<file path="src/rtl/pipe_stage_buf.sv">
// Elastic pipeline-stage register: valid/ready handshake over a DEPTH-entry FIFO
// with synchronous flush, NOP output when empty, and saturating stall/flush counters.

module pipe_stage_buf #(
  parameter int          DATA_W   = 32,
  parameter int          DEPTH    = 2,
  parameter logic [31:0] NOP_DATA = 32'h00000013,
  parameter int          CNT_W    = 16
) (
  input  logic                       clk,
  input  logic                       rst_n,
  input  logic                       in_valid,
  output logic                       in_ready,
  input  logic [DATA_W-1:0]          in_data,
  output logic                       out_valid,
  input  logic                       out_ready,
  output logic [DATA_W-1:0]          out_data,
  input  logic                       flush,
  output logic [$clog2(DEPTH+1)-1:0] count,
  output logic [CNT_W-1:0]           stall_cnt,
  output logic [CNT_W-1:0]           flush_cnt
);

  localparam int CW = $clog2(DEPTH + 1);
  localparam int PW = $clog2(DEPTH);
  localparam logic [DATA_W-1:0] NOP_W = DATA_W'(NOP_DATA);

  logic [DATA_W-1:0] mem_r [DEPTH];
  logic [CW-1:0]     count_r, count_nxt_s;
  logic [PW-1:0]     rd_ptr_r, rd_nxt_s, wr_ptr_r, wr_nxt_s;
  logic              in_ready_r, out_valid_r;
  logic [DATA_W-1:0] out_data_r, head_nxt_s;
  logic [CNT_W-1:0]  stall_cnt_r, stall_nxt_s, flush_cnt_r, flush_nxt_s;
  logic              push_s, pop_s;

  // Explicit wrap keeps non-power-of-2 depths inside the array.
  function automatic logic [PW-1:0] ptr_inc(input logic [PW-1:0] p);
    if (p == PW'(DEPTH - 1)) begin
      return {PW{1'b0}};
    end else begin
      return p + PW'(1);
    end
  endfunction

  function automatic logic [CNT_W-1:0] sat_inc(input logic [CNT_W-1:0] c);
    if (c == {CNT_W{1'b1}}) begin
      return c;
    end else begin
      return c + CNT_W'(1);
    end
  endfunction

  assign push_s = in_valid & in_ready_r & ~flush;
  assign pop_s  = out_valid_r & out_ready & ~flush;

  // Next occupancy and pointers; flush overrides any transfer this cycle.
  always_comb begin
    count_nxt_s = count_r;
    rd_nxt_s    = rd_ptr_r;
    wr_nxt_s    = wr_ptr_r;
    if (flush) begin
      count_nxt_s = {CW{1'b0}};
      rd_nxt_s    = {PW{1'b0}};
      wr_nxt_s    = {PW{1'b0}};
    end else begin
      if (push_s) begin
        wr_nxt_s = ptr_inc(wr_ptr_r);
      end else begin
        wr_nxt_s = wr_ptr_r;
      end
      if (pop_s) begin
        rd_nxt_s = ptr_inc(rd_ptr_r);
      end else begin
        rd_nxt_s = rd_ptr_r;
      end
      case ({push_s, pop_s})
        2'b10:   count_nxt_s = count_r + CW'(1);
        2'b01:   count_nxt_s = count_r - CW'(1);
        default: count_nxt_s = count_r;
      endcase
    end
  end

  // Next head word: a push landing at the new read slot is forwarded directly.
  always_comb begin
    head_nxt_s = NOP_W;
    if (count_nxt_s == {CW{1'b0}}) begin
      head_nxt_s = NOP_W;
    end else if (push_s && (wr_ptr_r == rd_nxt_s)) begin
      head_nxt_s = in_data;
    end else begin
      head_nxt_s = mem_r[rd_nxt_s];
    end
  end

  // Statistics counters; both hold at all-ones rather than wrapping.
  always_comb begin
    stall_nxt_s = stall_cnt_r;
    flush_nxt_s = flush_cnt_r;
    if (in_valid && !in_ready_r && !flush) begin
      stall_nxt_s = sat_inc(stall_cnt_r);
    end else begin
      stall_nxt_s = stall_cnt_r;
    end
    if (flush && (count_r != {CW{1'b0}})) begin
      flush_nxt_s = sat_inc(flush_cnt_r);
    end else begin
      flush_nxt_s = flush_cnt_r;
    end
  end

  // Control state and registered outputs.
  always_ff @(posedge clk or negedge rst_n) begin
    if (!rst_n) begin
      count_r     <= {CW{1'b0}};
      rd_ptr_r    <= {PW{1'b0}};
      wr_ptr_r    <= {PW{1'b0}};
      in_ready_r  <= 1'b0;
      out_valid_r <= 1'b0;
      out_data_r  <= NOP_W;
      stall_cnt_r <= {CNT_W{1'b0}};
      flush_cnt_r <= {CNT_W{1'b0}};
    end else begin
      count_r     <= count_nxt_s;
      rd_ptr_r    <= rd_nxt_s;
      wr_ptr_r    <= wr_nxt_s;
      in_ready_r  <= (count_nxt_s < CW'(DEPTH));
      out_valid_r <= (count_nxt_s != {CW{1'b0}});
      out_data_r  <= head_nxt_s;
      stall_cnt_r <= stall_nxt_s;
      flush_cnt_r <= flush_nxt_s;
    end
  end

  // Payload storage needs no reset; occupancy alone decides what is live.
  always_ff @(posedge clk) begin
    if (push_s) begin
      mem_r[wr_ptr_r] <= in_data;
    end
  end

  assign in_ready  = in_ready_r;
  assign out_valid = out_valid_r;
  assign out_data  = out_data_r;
  assign count     = count_r;
  assign stall_cnt = stall_cnt_r;
  assign flush_cnt = flush_cnt_r;

  pipe_stage_buf_chk #(
    .DATA_W (DATA_W),
    .DEPTH  (DEPTH),
    .NOP_W  (NOP_W)
  ) u_chk (
    .clk       (clk),
    .rst_n     (rst_n),
    .flush     (flush),
    .in_ready  (in_ready_r),
    .out_valid (out_valid_r),
    .out_data  (out_data_r),
    .count     (count_r)
  );

endmodule

module pipe_stage_buf_chk #(
  parameter int                DATA_W = 32,
  parameter int                DEPTH  = 2,
  parameter logic [DATA_W-1:0] NOP_W  = '0
) (
  input logic                       clk,
  input logic                       rst_n,
  input logic                       flush,
  input logic                       in_ready,
  input logic                       out_valid,
  input logic [DATA_W-1:0]          out_data,
  input logic [$clog2(DEPTH+1)-1:0] count
);

  localparam int CW = $clog2(DEPTH + 1);

  a_count_bound: assert property (@(posedge clk) disable iff (!rst_n)
    count <= CW'(DEPTH));
  a_full_blocks: assert property (@(posedge clk) disable iff (!rst_n)
    (count == CW'(DEPTH)) |-> !in_ready);
  a_valid_occ: assert property (@(posedge clk) disable iff (!rst_n)
    out_valid == (count != {CW{1'b0}}));
  a_empty_nop: assert property (@(posedge clk) disable iff (!rst_n)
    !out_valid |-> (out_data == NOP_W));
  a_flush_empties: assert property (@(posedge clk) disable iff (!rst_n)
    flush |=> (count == {CW{1'b0}}));

endmodule

</file>
<file path="config.mk">
export PLATFORM = sky130hd
export DESIGN_NAME = pipe_stage_buf
export DESIGN_NICKNAME = d
export VERILOG_FILES = /design/src/rtl/pipe_stage_buf.sv
export SDC_FILE = /design/constraint.sdc
export NUM_CORES = 1
export LEC_CHECK = 0
export CAP_MARGIN = 15
export CORE_ASPECT_RATIO = 1.1
export CORE_UTILIZATION = 40
export CTS_BUF_LIST = sky130_fd_sc_hd__clkbuf_4 sky130_fd_sc_hd__clkbuf_8
export DETAILED_ROUTE_END_ITERATION = 10
export HOLD_SLACK_MARGIN = 0.05
export PLACE_DENSITY = 0.74
export SLEW_MARGIN = 20
export SYNTH_ARGS = -nofsm -noshare
export SYNTH_HDL_FRONTEND = slang
export SYNTH_SLANG_ARGS = --single-unit
</file>
<file path="constraint.sdc">
create_clock -name clk -period 3.4 [get_ports clk]
set_input_delay 0.68 -clock clk [delete_from_list [all_inputs] [get_ports clk]]
set_output_delay 0.68 -clock clk [all_outputs]
set_load 0.02 [all_outputs]
</file>
Word level (Yosys, flattened, before mapping):

Memory sizes are Yosys's and may differ from the RTL's.
Cells that the tools add are included.

* add/subtract/negate cells: 6
* multiply operators: 0
* div/mod/pow operators: 0
* $lt $le $gt $ge: 1
* equality and inequality tests: 5
* shift-type cells: 0
* muxes and demuxes: 12
* bitwise operators: 7
* reduce and logical (&&, ||, !) cells: 12

Operator list (count)
* 2-to-1 mux 32 bit: 2
* adder 16 x 1 -> 16 bit, second input constant: 2
* == test 16 bit, second input constant: 2
* 2-to-1 mux 1 bit: 8
* nonzero test 2 bit: 3
* bitwise AND 1 bit: 4
* logical AND 1 bit: 4
* one-hot mux 2 bit (2 select lines): 1
* AND reduction 2 bit: 2
* inverter 1 bit: 3
* adder 1 bit, second input constant: 2
* adder 2 x 1 -> 2 bit, second input constant: 1
* == test 2 x 1 -> 1 bit, second input constant: 1
* == test 2 bit, second input constant: 1
* logical NOT 1 bit: 2
* logical NOT 2 bit: 1
* < comparator 2 bit, second input constant: 1
* 2-to-1 mux 2 bit: 1
* subtractor 2 x 1 -> 2 bit, second input constant: 1
* == test 1 bit: 1

* bits in registers: 70
* latch bits: 0
* memory bits (writable): 64
* ROM bits: 0
* output and inout port bits: 68
* memories kept: 1

Memories
* mem_r: words 2, bits a word 32, rd ports 1, clocked after memory_dff 0, wr ports 1, line 28 `logic [DATA_W-1:0] mem_r [DEPTH];`

Logic depth before layout (Yosys ltp):

* depth after elaboration: 8
* depth in mapped cells: 11
* mapped depth without buffers: 9

Worst setup path after synthesis:

No wires, ideal clock.

* path kind: input -> register
* start point: input port flush
* end point: memory mem_r[0][0], enable pin
* arrival: 2.804 ns
* required time: 2.979 ns
* setup slack: 0.175 ns
* stages on the path: 5
* cells stage by stage: buf_6 nor2_1 clkinv_1 buf_2 nor2_1

* longest elaborated chain between the ends: 4

RTL lines
* start: declaration: line 18 `input logic flush,`
* inverter 1 bit: line 53 `assign push_s = in_valid & in_ready_r & ~flush;`
* bitwise AND 1 bit: line 53
* 2-to-1 mux 1 bit: line 137 `if (push_s) begin`
* 2-to-1 mux 1 bit (not written as such): line 138 `mem_r[wr_ptr_r] <= in_data;`
* end: declaration: line 28

Every way passes these cells.

Worst setup path after layout:

* start point: input port in_valid
* end point: register out_data_r[22], in the netlist out_data[22]

* longest elaborated chain between the ends: 7

RTL lines
* start: declaration: line 12 `input logic in_valid,`
* bitwise AND 1 bit * (2 in a row): line 53
* == test 2 x 1 -> 1 bit / == test 2 bit (equally long branches): line 76 `case ({push_s, pop_s})`
* one-hot mux 2 bit (2 select lines): line 76
* 2-to-1 mux 2 bit: line 61 `if (flush) begin`
* logical NOT 2 bit: line 87 `if (count_nxt_s == {CW{1'b0}}) begin`
* 2-to-1 mux 32 bit *: line 87
* named net head_nxt_s[22]: line 32 `logic [DATA_W-1:0] out_data_r, head_nxt_s;`
* end signal: assignment: line 129 `out_data_r <= head_nxt_s;`
* end: declaration: line 32

The timed path passes the listed nets; every way through them passes the cells marked *.
A chain may end at the register's enable or synchronous reset.

==> results_dict.tcl <==
set metrics [dict create \
    grt_max_degree 71 \
    fin_skew_ps 9.07 \
    timing.max_cap.violations 0 \
    drt-initial-drc-count 256 \
    syn_area_um2 5490 \
    critPathLaunch "in_valid" \
    num_antenna_cells 0 \
    io_buffers 104 \
    avgSynthCellArea_um2 13.0 \
    status "finished clean" \
    fin_cells 737 \
    grt_pass1_wl_um 19700 \
    synth_edf_count 64 \
    p_leak_nw 2.72 \
    ys_seq_area_share_pct 67.0 \
    track_usage_pct 18.1 \
    cts_buffer_depth 2 \
    ys_types 45 \
    fin_crit_sh_pct 80.8 \
    io_pins 105 \
    final_core_util_pct 53.4 \
    fillers 1126 \
    postCtsSetupBuffers 0 \
    r2r-start "in_ready" \
    cp_data_required_time_ps 3720 \
    crit_type "input pin to register" \
    pwr_density_cell_nw_per_um2 543 \
    synth_ff_type "dfrtp_1" \
    finalSetupViolations 0 \
    nNetsFinal 580 \
    clock-sinks 134 \
    fin_tns_setup_ps 0 \
    die_y_um 125 \
    vdd_drop_max_mv 0.212 \
    die_width_um 114 \
    clock_latency_ps 420 \
    numCtsBuffers 17 \
    drive_above_1_share_pct 11.6 \
    wirelength_um 12300 \
    cp-end-kind "register" \
    synthesis.nets 463 \
    hpwlAfterDp_um 8060 \
    wl_per_cell_um 16.6 \
    dp_cells 705 \
    rsz0062_at_grt "no" \
    final_common_cell "clkdlybuf4s50_1" \
    synth_cells 423 \
    yosysWarnings 0 \
    drt_first_pass_iters 6 \
    clock.fmax_mhz 364 \
    grt_antenna_before_repair 0 \
    area_growth_syn_to_layout_pct 29.1 \
    place_congestion 0.835 \
    grt_pass1_vias 4013 \
    htree_levels 4 \
    finalWorstPathRequiredPeriod_ps 2750 \
    dieArea_um2 14200 \
    initial_core_util_pct 41.4 \
    fp-row-count 44 \
    drcViolationCount 0 \
    tightest_slew_ps 897 \
    clk_pin_slew_ps 70 \
    cts_tree "done" \
    cp.arrival_ps 3070 \
    overflow 0 \
    root_buffer "clkbuf_8" \
    cp_max_fo 30 \
    synth-seq-cells 134 \
    most-common-layout-cells "clkdlybuf4s50_1 (103), nand2_1 (68), dfrtp_1 (67), edfxtp_1 (64), nor3_1 (36)" \
    routed-via-count 3875 \
    ys_async_sr_fraction_pct 52.2 \
    slew_violations 0 \
    viasPerCell 5.26 \
    cts_resized 0 \
    detail-route-antenna-nets 0 \
    cts_hold_buf 0 \
    relSlewSlack_pct 40.2 \
    coreArea_um2 13300 \
    hp-class "input pin to async pin" \
    hold_viol 0 \
    startpoint_type "input pin" \
]
-- cell type report --
class                   instances  area, µm²  area share [%]
well taps                     184        230            3.25
clock inverters                11       60.1           0.848
multi-input cells             261       1670            23.6
flip-flops and latches        134       3680            51.9
repair buffers                118       1140            16.1
inverters                       8       30.0           0.424
clock buffers                  21        270            3.81
-- routing by layer --
metal	wire length [µm]	vias to the layer above	share of wire, %	global-route usage, %
met4	150	0	1.2	7.59
met3	691	15	5.6	4.91
li1	-	1800	-	-
met1	5330	1941	43	22.2
met2	6090	119	50	30.0
met5	0	-	0	0
-- through the flow --
stage          setup slack [ps]  instance area (µm²)  power [W]  hold slack [ps]
5_1_grt                     518                 7090    0.00402              438
4_1_cts                     688                 7090    0.00389              390
3_5_place_dp                196                 6760    0.00277              487
2_1_floorplan               175                 5490    0.00238              384
3_3_place_gp                368                 6760    0.00275              472
6_report                    654                 7090    0.00384              378
-- path summary, 6_finish.rpt --
path,slack (ps),end,cells past startpoint
setup / recovery,650,out_data[22],8
hold / removal,380,stall_cnt[12],1
setup reg to reg,1000,out_data[22],7
hold reg to reg,500,flush_cnt[10],1
max in group asynchronous,2430,out_data[14],1
min in group clk,500,flush_cnt[10],1
-- sequential cells by signal (all words and copies together), names as in the netlist --
register / count
rd_ptr_r: 1
out_data: 32
out_valid: 1
flush_cnt: 16
stall_cnt: 16
mem_r: 64
wr_ptr_r: 1
count: 2
in_ready: 1
-- worst max-delay path, cell delays in order --
cell and delay (ps):
clkdlybuf4s50_1 490, nand2_1 100, nor2_1 160, clkinv_1 120, ha_1 330, or3_1 400
a31o_2 470, a311oi_1 320
-- power by group --
| part | internal, W | switching, W | total, W | leakage, nW |
|---|---|---|---|---|
| sequential | 0.00185 | 0.0000909 | 0.00194 | 1.52 |
| clock | 0.000533 | 0.000578 | 0.00111 | 0.170 |
| combinational | 0.000340 | 0.000457 | 0.000797 | 1.03 |
| total | 0.00272 | 0.00113 | 0.00384 | 2.72 |
-- synth_stat cells, drive strengths merged, types with 2 or more instances --
cell	n	area, µm²
a311oi	29	254
and3	8	50.1
and2	3	18.8
nor3	37	190
and4	7	61.3
o2111ai	2	17.5
o21ai	7	35.0
inv	7	26.3
nand2	68	255
nand3	11	55.1
dfstp	3	78.8
xor2	8	85.1
clkbuf	4	15.0
edfxtp	64	1920
xnor2	23	201
mux2	4	45.0
a21oi	4	23.8
buf	16	120
ha	3	37.5
nor3b	3	22.5
a221oi	3	26.3
o21a	4	30.0
dfrtp	67	1680
nor2	11	41.3
a211oi	3	22.5
nand4	10	68.8
o211ai	3	22.5
-- cell families after synthesis --
logic type / synth area share [%]
AND/OR/NAND/NOR: 15.0
XOR/XNOR: 5.22
buffers and inverters: 3.01
flip-flops: 67.0
adder cells (fa/ha/maj): 0.684
AO/OA/AOI/OAI: 8.28
multiplexers: 0.821
(Power assumes the default switching activity.)
